--- src/rtl/cdb_arbiter.sv ---
// Round-robin writeback arbiter driving the common data bus: combinational grant, CDB registered one cycle later.
// No stall input: every receiver takes every broadcast; flush and reset suppress grants.
module cdb_arbiter #(
   parameter  int UNITS     = 6,
   parameter  int DATA      = 32,
   parameter  int ROB_DEPTH = 32,
   localparam int ROB       = $clog2(ROB_DEPTH),
   localparam int UIDX      = $clog2(UNITS)
) (
   input  logic                  i_clk,
   input  logic                  i_reset,
   input  logic                  i_flush,
   input  logic [UNITS-1:0]      i_wb_req_,
   output logic [UNITS-1:0]      o_wb_ack_,
   input  logic [UNITS*ROB-1:0]  i_wb_rob_id,
   input  logic [UNITS*DATA-1:0] i_wb_data,
   input  logic [UNITS-1:0]      i_wb_exp,
   input  logic [UNITS*4-1:0]    i_wb_exp_code,
   output logic                  o_cdb_valid,
   output logic [UIDX-1:0]       o_cdb_unit,
   output logic [ROB-1:0]        o_cdb_rob_id,
   output logic [DATA-1:0]       o_cdb_data,
   output logic                  o_cdb_exp,
   output logic [3:0]            o_cdb_exp_code
);

   logic [UIDX-1:0]  r_ptr;
   logic             r_cdb_valid;
   logic [UIDX-1:0]  r_cdb_unit;
   logic [ROB-1:0]   r_cdb_rob_id;
   logic [DATA-1:0]  r_cdb_data;
   logic             r_cdb_exp;
   logic [3:0]       r_cdb_exp_code;

   logic             w_found;
   logic             w_grant;
   logic [UIDX-1:0]  w_gnt;
   logic [UIDX-1:0]  w_ptr_nxt;
   logic [UNITS-1:0] w_ack_;
   int               w_idx;

   // Scan ptr, ptr+1, ... with an explicit modulo so non-power-of-two UNITS wraps exactly.
   always_comb begin
      w_found = 1'b0;
      w_gnt   = '0;
      w_idx   = 0;
      for (int k = 0; k < UNITS; k++) begin
         w_idx = int'(r_ptr) + k;
         if (w_idx >= UNITS) w_idx = w_idx - UNITS;
         if (!w_found && !i_wb_req_[w_idx]) begin
            w_found = 1'b1;
            w_gnt   = UIDX'(w_idx);
         end
      end
   end

   assign w_grant   = w_found & ~i_reset & ~i_flush;
   assign w_ptr_nxt = (w_gnt == UIDX'(UNITS-1)) ? '0 : w_gnt + 1'b1;

   always_comb begin
      w_ack_ = '1;
      if (w_grant) w_ack_[w_gnt] = 1'b0;
   end

   always_ff @(posedge i_clk) begin
      if (i_reset) begin
         r_ptr          <= '0;
         r_cdb_valid    <= 1'b0;
         r_cdb_unit     <= '0;
         r_cdb_rob_id   <= '0;
         r_cdb_data     <= '0;
         r_cdb_exp      <= 1'b0;
         r_cdb_exp_code <= '0;
      end else begin
         r_cdb_valid <= w_grant;
         if (w_grant) begin
            r_ptr          <= w_ptr_nxt;
            r_cdb_unit     <= w_gnt;
            r_cdb_rob_id   <= i_wb_rob_id[w_gnt*ROB +: ROB];
            r_cdb_data     <= i_wb_data[w_gnt*DATA +: DATA];
            r_cdb_exp      <= i_wb_exp[w_gnt];
            r_cdb_exp_code <= i_wb_exp_code[w_gnt*4 +: 4];
         end
      end
   end

   assign o_wb_ack_      = w_ack_;
   assign o_cdb_valid    = r_cdb_valid;
   assign o_cdb_unit     = r_cdb_unit;
   assign o_cdb_rob_id   = r_cdb_rob_id;
   assign o_cdb_data     = r_cdb_data;
   assign o_cdb_exp      = r_cdb_exp;
   assign o_cdb_exp_code = r_cdb_exp_code;

   // Protocol checks: requests must be known, grant is one-hot-low, pointer stays in range.
   always @(posedge i_clk) begin
      if (!i_reset) begin
         assert (!$isunknown(i_wb_req_));
         assert ($countones(~w_ack_) <= 1);
         assert (int'(r_ptr) < UNITS);
      end
   end

endmodule
--- config.mk ---
export PLATFORM = sky130hd
export DESIGN_NAME = cdb_arbiter
export DESIGN_NICKNAME = d
export VERILOG_FILES = /design/src/rtl/cdb_arbiter.sv
export SDC_FILE = /design/constraint.sdc
export NUM_CORES = 1
export LEC_CHECK = 0
export ABC_AREA = 1
export BUFFER_PORTS_ARGS = -buffer_cell sky130_fd_sc_hd__buf_2
export CAP_MARGIN = 20
export CORE_AREA = 3 3 120 122
export CTS_CLUSTER_SIZE = 28
export DETAILED_ROUTE_END_ITERATION = 10
export DIE_AREA = 0 0 123 125
export PLACE_DENSITY_LB_ADDON = 0.15
export SKIP_LAST_GASP = 1
export SYNTH_ARGS = -nofsm -noshare
export SYNTH_HDL_FRONTEND = slang
export SYNTH_SLANG_ARGS = --single-unit
--- constraint.sdc ---
create_clock -name i_clk -period 9.45 [get_ports i_clk]
set_clock_uncertainty 0.2 [all_clocks]
set_input_delay 1.89 -clock i_clk [delete_from_list [all_inputs] [get_ports i_clk]]
set_output_delay 1.89 -clock i_clk [all_outputs]
set_load 0.02 [all_outputs]
==> flow_summary.rst, run 1 <==
.. list-table::
   :header-rows: 1

   * - Metric
     - Value
   * - Status
     - finished, final reports clean
   * - Number of buffers inserted by hold repair at cts
     - 0
   * - Mean routed wirelength per cell
     - 15.0 µm
   * - Final number of hold-violating endpoints
     - 0
   * - Portion of the post-synthesis area used by sequential elements
     - 19.5%
   * - Place WS
     - 2.09 ns
   * - Crit path buffers/inverters
     - 5
   * - Arrival time worst endpoint
     - 5.24 ns
   * - Largest net degree at the start of global routing
     - 90
   * - Peak supply drop
     - 351 µV
   * - Switching Power
     - 1.94 mW
   * - Static leakage
     - 3.78 nW
   * - Number of nets in the layout
     - 1454
   * - Async set-or-reset flop fraction in the synthesized netlist
     - 0%
   * - Post-synth net total
     - 1194
   * - Vertical die dimension
     - 125 µm
   * - Top-Level Pins
     - 313
   * - Initial detailed-routing violation count
     - 379
   * - Worst Hold Class
     - flop to flop
   * - Gr usage total
     - 24.7%
   * - Worst-Margin Slew
     - 1.05 ns
   * - CTS Root Buffer Type
     - sky130_fd_sc_hd__clkbuf_16
   * - Number of search-and-repair iterations in the first detailed-routing pass
     - 5
   * - Antenna violations before repair
     - 2
   * - Horizontal extent of the die
     - 123 µm
   * - Vias per cell
     - 5.03
   * - Highest fanout seen on the critical path
     - 87
   * - Clock insertion delay at the later pin of the skew report
     - 0.29 ns
   * - Crit path max-delay cell type
     - sky130_fd_sc_hd__nand2_4
   * - Sequence of cells on the critical path
     - buf_2 > inv_1 > nand2_1 > o21ai_1 > nand2_1 > nand3_1 > nand2_2 > inv_1 > a21oi_1 > nand3_1 > nor2_4 > nand4_2 > nand2_4 > nor2_2 > buf_4 > nand3_1 > buf_2
   * - Post-DP HPWL
     - 15300 µm
   * - Worst setup path class
     - input port to output port
   * - Via count of the first global-routing pass
     - 6297
   * - Highest attainable clock frequency
     - 137 MHz
   * - Start point of the worst hold path
     - o_cdb_rob_id[2]
   * - Worst max-slew margin expressed relative to the limit
     - 30.0%
   * - Unique masters post-synth
     - 34
   * - Type of element launching the critical path
     - input port
   * - Internal Pwr Total
     - 1.06 mW
   * - Maximum level of the CTS H-tree
     - 2
   * - Post-CTS Setup Inserts
     - 0
   * - Initial cell density of the core
     - 37.8%
   * - DRT Wirelength
     - 20400 µm
   * - DRC Markers
     - 0
   * - Row count
     - 42
   * - Worst-path clk slew
     - 0.07 ns
   * - Power per standard cell area
     - 453 nW/µm²
   * - GRT Residual Overflow
     - 0
   * - Final core utilization
     - 49.8%
   * - Total of buffers placed on input and output ports
     - 312
   * - Number of buffers on the longest clock path
     - 2
   * - Net switching share of the total power
     - 64.7%
   * - Minimum clock period after layout
     - 7.33 ns
   * - Core area
     - 13300 µm²
   * - Gate count after technology mapping
     - 924
   * - Share of power burned in registers
     - 10.9%
   * - Number of sinks on the clock net
     - 49
   * - Netlist area before placement
     - 5020 µm²
   * - Total of max-cap violations
     - 0
   * - Cell family contributing the most delay on the critical path
     - simple AND/OR/NAND/NOR gates
   * - Final number of setup-violating endpoints
     - 0
   * - Layout area overhead
     - 31.9%
   * - CP Launch Point
     - i_wb_req_[3]
   * - Proportion of layout cells with a drive suffix above 1
     - 30.3%
   * - Routed vias
     - 6857
   * - Number of gates resized after CTS
     - 0
   * - Minimum setup slack in the final design
     - 2.12 ns
   * - Clock power frac
     - 5.8%
   * - Mean area per synthesized cell
     - 5.43 µm²
   * - Wire length of the first global-routing pass
     - 31000 µm
   * - CTS Buf Count
     - 5
   * - Final-layout setup total negative slack
     - 0 ns
   * - Post-synthesis register bit count
     - 49
   * - CTS tree
     - done
   * - Startpoint of the worst-slack reg-to-reg timing path
     - r_ptr[0]
   * - Top_reg_cell synth
     - sky130_fd_sc_hd__dfxtp_1
   * - Gp weighted congestion
     - 0.886
   * - Largest stage delay on the critical path
     - 0.97 ns
   * - Unrepaired setup endpoints after global routing
     - no
   * - Period utilization
     - 77.5%
   * - Total count of max-transition violations in the final report
     - 0
   * - Number of enable-type register cells in the synthesized netlist
     - 0
   * - Required time of the worst setup path
     - 7.36 ns
   * - Number of warnings issued by yosys
     - 0
   * - Capturing element type of the critical path
     - output port
   * - Die outline area
     - 15400 µm²
   * - Combinational Power Share
     - 83.3%
   * - Number of nets still failing antenna checks after routing
     - 0
   * - Cell mode on critical path
     - sky130_fd_sc_hd__nand3_1
## synthesized netlist by cell type (8+ instances only)
library cell                 n  area (µm²)
sky130_fd_sc_hd__inv_2      10        37.5
sky130_fd_sc_hd__nand3_1   151         756
sky130_fd_sc_hd__buf_4      11        82.6
sky130_fd_sc_hd__ha_1        9         113
sky130_fd_sc_hd__buf_2      22         110
sky130_fd_sc_hd__o21ai_0    13        65.1
sky130_fd_sc_hd__nor2_1     72         270
sky130_fd_sc_hd__dfxtp_1    49         981
sky130_fd_sc_hd__inv_1      22        82.6
sky130_fd_sc_hd__nand2_2     8        50.1
sky130_fd_sc_hd__nand4_1    54         338
sky130_fd_sc_hd__clkbuf_1   18        67.6
sky130_fd_sc_hd__nand2_1   412        1550
sky130_fd_sc_hd__o21ai_1    30         150
## state kept, by name, summed over array words and instances, names as in the netlist
name and cells:
o_cdb_rob_id 5, r_ptr 3, o_cdb_exp 1, o_cdb_data 32, o_cdb_valid 1, o_cdb_exp_code 4, o_cdb_unit 3
## through the flow
stage / hold WS (ns) / instance area (µm²) / cells / total power, mW
6_report: 0.299 / 6620 / 1362 / 3.00
5_1_grt: 0.319 / 6620 / 1362 / 3.33
4_1_cts: 0.300 / 6620 / 1361 / 3.04
3_5_place_dp: 0.280 / 6480 / 1353 / 2.85
3_3_place_gp: 0.279 / 6480 / 1353 / 2.85
2_1_floorplan: 0.332 / 5020 / 924 / 2.38
## layer usage
metal / GRT usage, % / share of wire (%)
met1: 30.0 / 41
met4: 5.99 / 2.0
met2: 44.5 / 49
met5: 0 / 0.064
met3: 4.92 / 8.1
## power by group through the flow
stage / clock network (mW) / logic (mW) / registers (mW)
finish: 0.174 / 2.50 / 0.328
global route: 0.187 / 2.81 / 0.336
CTS: 0.178 / 2.53 / 0.327
detailed placement: 0 / 2.52 / 0.330
global placement: 0 / 2.52 / 0.331
floorplan: 0 / 1.98 / 0.393
## area by class of cell
| class | count | area (µm²) |
|---|---|---|
| clock buffer | 7 | 133 |
| sequential | 49 | 981 |
| fill | 1492 | 6670 |
| timing repair buffer | 315 | 1580 |
| tap | 176 | 220 |
| inverter | 33 | 126 |
| multi-input combinational | 780 | 3570 |
| antenna | 1 | 2.50 |
| clock inverter | 1 | 7.51 |
## final timing paths
| kind | end | slack [ns] | cells after the start |
|---|---|---|---|
| worst max-delay path | o_wb_ack_[2] | 2.12 | 17 |
| worst min-delay path | o_cdb_rob_id[2] | 0.30 | 2 |
| worst max register to register | o_cdb_data[16] | 4.16 | 21 |
| worst min register to register | o_cdb_rob_id[2] | 0.30 | 2 |
## tightest hold or removal path, cell delays in order, from the launching register on
cell and delay, ns:
sky130_fd_sc_hd__dfxtp_1 0.33, sky130_fd_sc_hd__nand3_1 0.07, sky130_fd_sc_hd__nand3_1 0.07
## kinds of logic (layout without fill, tap and decap cells)
family          Yosys count  after routing  synth area share [%]
compound gates           51             51                  5.28
xor+xnor                  1              1                 0.174
fa+ha+maj                 9              9                  2.24
buf+inv                  95            356                  9.57
flops                    49             49                  19.5
other cells               0              1                     0
simple gates            719            719                  63.2
## layout by cell type, fill, tap and decap left out, drive strengths merged
master	synthesis	routed
and2	1	1
buf	44	315
o31ai	1	1
nor2	82	82
diode	0	1
nand4	55	55
nand3b	1	1
o21ai	44	44
xnor2	1	1
or2	4	4
a31oi	1	1
a21oi	4	4
nand2	422	422
nand3	154	154
dfxtp	49	49
clkinvlp	0	1
a22oi	1	1
ha	9	9
clkbuf	18	7
inv	33	33
(Power assumes the default switching activity.)
==> inputs of run 2 (changes only) <==
Settings changed: CORE_AREA 3 3 120 122 to 3 3 121 123, DIE_AREA 0 0 123 125 to 0 0 124 126.
Clock period 9.45 ns to 7.4 ns, I/O delays scaled along.
==> run 2 against run 1 <==
  * Utilization fell by 1.4 points
  * Sequential power up 27%
  * Total power increased by 29%
  * Register-to-register slack worse by 1.7 ns
  * Non-clock buffer count grew 5
  * Sequential cell count did not move
  * Clock power is 30% higher
  * Highest routed layer is now met4
  * Critical endpoint unchanged
  * Die area grew 1.6%
  * Largest cell class unchanged
  * Hold slack worse by 0.0045 ns
  * Global-route usage shrank 0.053 points
  * Critical path depth increased by 3
==> flow_summary.rst, run 2 (synthesis results as in run 1) <==
.. list-table::
   :header-rows: 1

   * - Metric
     - Value
   * - Status
     - finished, final reports clean
   * - Final number of setup-violating endpoints
     - 0
   * - Share of power burned in registers
     - 10.8%
   * - Highest fanout seen on the critical path
     - 40
   * - Number of sinks on the clock net
     - 49
   * - Largest net degree at the start of global routing
     - 80
   * - Gp weighted congestion
     - 0.845
   * - Antenna violations before repair
     - 1
   * - Layout area overhead
     - 32.8%
   * - Capturing element type of the critical path
     - output port
   * - Worst Hold Class
     - flop to flop
   * - Clock insertion delay at the later pin of the skew report
     - 0.29 ns
   * - Total of max-cap violations
     - 0
   * - Number of placed instances with taps included
     - 1362
   * - Number of buffers inserted by hold repair at cts
     - 0
   * - Worst max-slew margin expressed relative to the limit
     - 46.2%
   * - Post-CTS Setup Inserts
     - 0
   * - Met1 capacity usage during global routing
     - 28.8%
   * - Peak supply drop
     - 588 µV
   * - Crit path max-delay cell type
     - sky130_fd_sc_hd__dfxtp_1
   * - GR Layer Usage met3
     - 5.88%
   * - Initial cell density of the core
     - 36.5%
   * - Type of element launching the critical path
     - flop
   * - Footprint of the flip-flops and latches
     - 981 µm²
   * - GR Layer Usage met2
     - 44.5%
   * - Mean routed wirelength per cell
     - 14.9 µm
   * - Net switching share of the total power
     - 64.4%
   * - Final number of hold-violating endpoints
     - 0
   * - Post-DP HPWL
     - 15500 µm
   * - Non-Filler Instances
     - 1371
   * - Total of buffers placed on input and output ports
     - 312
   * - DRC Markers
     - 0
   * - DRT Wirelength
     - 20400 µm
   * - Flip-flop count of the largest register after layout
     - 32
   * - Core area
     - 13800 µm²
   * - Minimum clock period after layout
     - 6.45 ns
   * - Number of search-and-repair iterations in the first detailed-routing pass
     - 4
   * - Worst-Margin Slew
     - 0.806 ns
   * - Highest-count cells in the layout ignoring fill and taps
     - sky130_fd_sc_hd__nand2_1, sky130_fd_sc_hd__buf_2, sky130_fd_sc_hd__nand3_1, sky130_fd_sc_hd__nor2_1, sky130_fd_sc_hd__nand4_1
   * - Worst-path clk slew
     - 0.07 ns
   * - Wire length of the first global-routing pass
     - 31100 µm
   * - Largest stage delay on the critical path
     - 0.70 ns
   * - Worst setup path class
     - flop to output port
   * - GRT Residual Overflow
     - 0
   * - Horizontal extent of the die
     - 124 µm
   * - Gr usage total
     - 24.7%
   * - Most heavily used metal layer in global routing
     - met2
   * - Row count
     - 43
   * - Clock power frac
     - 5.9%
   * - Static leakage
     - 3.81 nW
   * - Most common cell after layout, fill and taps aside
     - sky130_fd_sc_hd__nand2_1
   * - Proportion of layout cells with a drive suffix above 1
     - 30.6%
   * - Total count of max-transition violations in the final report
     - 0
   * - CTS Root Buffer Type
     - sky130_fd_sc_hd__clkbuf_16
   * - Combinational Power Share
     - 83.3%
   * - Number of gates resized after CTS
     - 0
   * - Top-Level Pins
     - 313
   * - Internal Pwr Total
     - 1.38 mW
   * - Routed vias
     - 6859
   * - Sequence of cells on the critical path
     - inv_2 > ha_1 > inv_1 > ha_1 > nor2_1 > nand2_1 > inv_2 > nand2_1 > nand2_1 > nand2_1 > nand3_1 > nand2_1 > nand4_1 > nand3_1 > nand2_2 > nand2_4 > nor2_2 > buf_4 > nand3_1 > buf_2
   * - Highest attainable clock frequency
     - 155 MHz
   * - Number of inserted filler cells in the final layout
     - 1532
   * - Final-layout setup total negative slack
     - 0 ns
   * - Via count of the first global-routing pass
     - 6289
   * - Vertical die dimension
     - 126 µm
   * - Vias per cell
     - 5.00
   * - Area taken by multi-input logic gates
     - 3570 µm²
   * - Number of nets in the layout
     - 1459
   * - Cell mode on critical path
     - sky130_fd_sc_hd__nand2_1
   * - Unrepaired setup endpoints after global routing
     - no
   * - Number of nets still failing antenna checks after routing
     - 0
   * - CTS Buf Count
     - 5
   * - Maximum level of the CTS H-tree
     - 2
   * - Switching Power
     - 2.49 mW
   * - Die outline area
     - 15600 µm²
   * - Arrival time worst endpoint
     - 4.77 ns
   * - Initial detailed-routing violation count
     - 375
   * - Required time of the worst setup path
     - 5.72 ns
   * - CTS tree
     - done
   * - Period utilization
     - 87.1%
   * - Power per standard cell area
     - 579 nW/µm²
   * - Number of buffers on the longest clock path
     - 2
==> run 2: cell types whose count changed in the layout (fill, tap and decap cells not counted) <==
cell	delta
sky130_fd_sc_hd__buf_4	+5
==> run 2: through the flow <==
step	worst slack [ns]	utilization [%]	hold slack (ns)	power, mW	cell area, µm²
after floorplan	2.56	-	0.332	3.04	5020
after detailed placement	1.25	47.4	0.284	3.66	6520
after global placement	1.34	47.4	0.276	3.67	6520
after global routing	0.490	48.4	0.323	4.32	6670
final	0.952	48.4	0.295	3.86	6670
after CTS	0.926	48.4	0.303	3.89	6660
==> run 2: final timing paths <==
check	start	end	slack [ns]	cells after the start
setup / recovery	r_ptr[0]	o_wb_ack_[2]	0.95	20
setup reg to reg	r_ptr[0]	o_cdb_data[1]	2.43	20
hold / removal	o_cdb_data[7]	o_cdb_data[7]	0.29	2
hold reg to reg	o_cdb_data[7]	o_cdb_data[7]	0.29	2
==> run 2: critical path: cells and delay by family (launching register included) <==
family | cells | cell delay (ns)
flip-flops | 1 | 0.70
buffers and inverters | 5 | 0.94
adder cells (fa/ha/maj) | 2 | 0.66
AND/OR/NAND/NOR | 13 | 2.16
==> run 2: power by group through the flow <==
stage / Sequential, mW / Combinational (mW) / Clock (mW)
after CTS: 0.419 / 3.24 / 0.231
after floorplan: 0.502 / 2.53 / 0
after detailed placement: 0.423 / 3.23 / 0
after global routing: 0.430 / 3.65 / 0.243
after global placement: 0.422 / 3.25 / 0
final: 0.418 / 3.22 / 0.226
==> run 2: area by class of cell <==
class / instances / area share (%)
diodes: 1 / 0.0375
clock buffers: 7 / 1.99
clock inverters: 1 / 0.113
inverters: 33 / 1.90
multi-input cells: 780 / 53.5
flip-flops and latches: 49 / 14.7
well taps: 180 / 3.38
repair buffers: 320 / 24.3
==> run 2: per-layer routing <==
metal / vias to the layer above / part of all wire [%]
li1: 3543 / -
met1: 3005 / 39
met2: 282 / 49
met3: 29 / 8.9
met4: 0 / 2.2
met5: - / 0
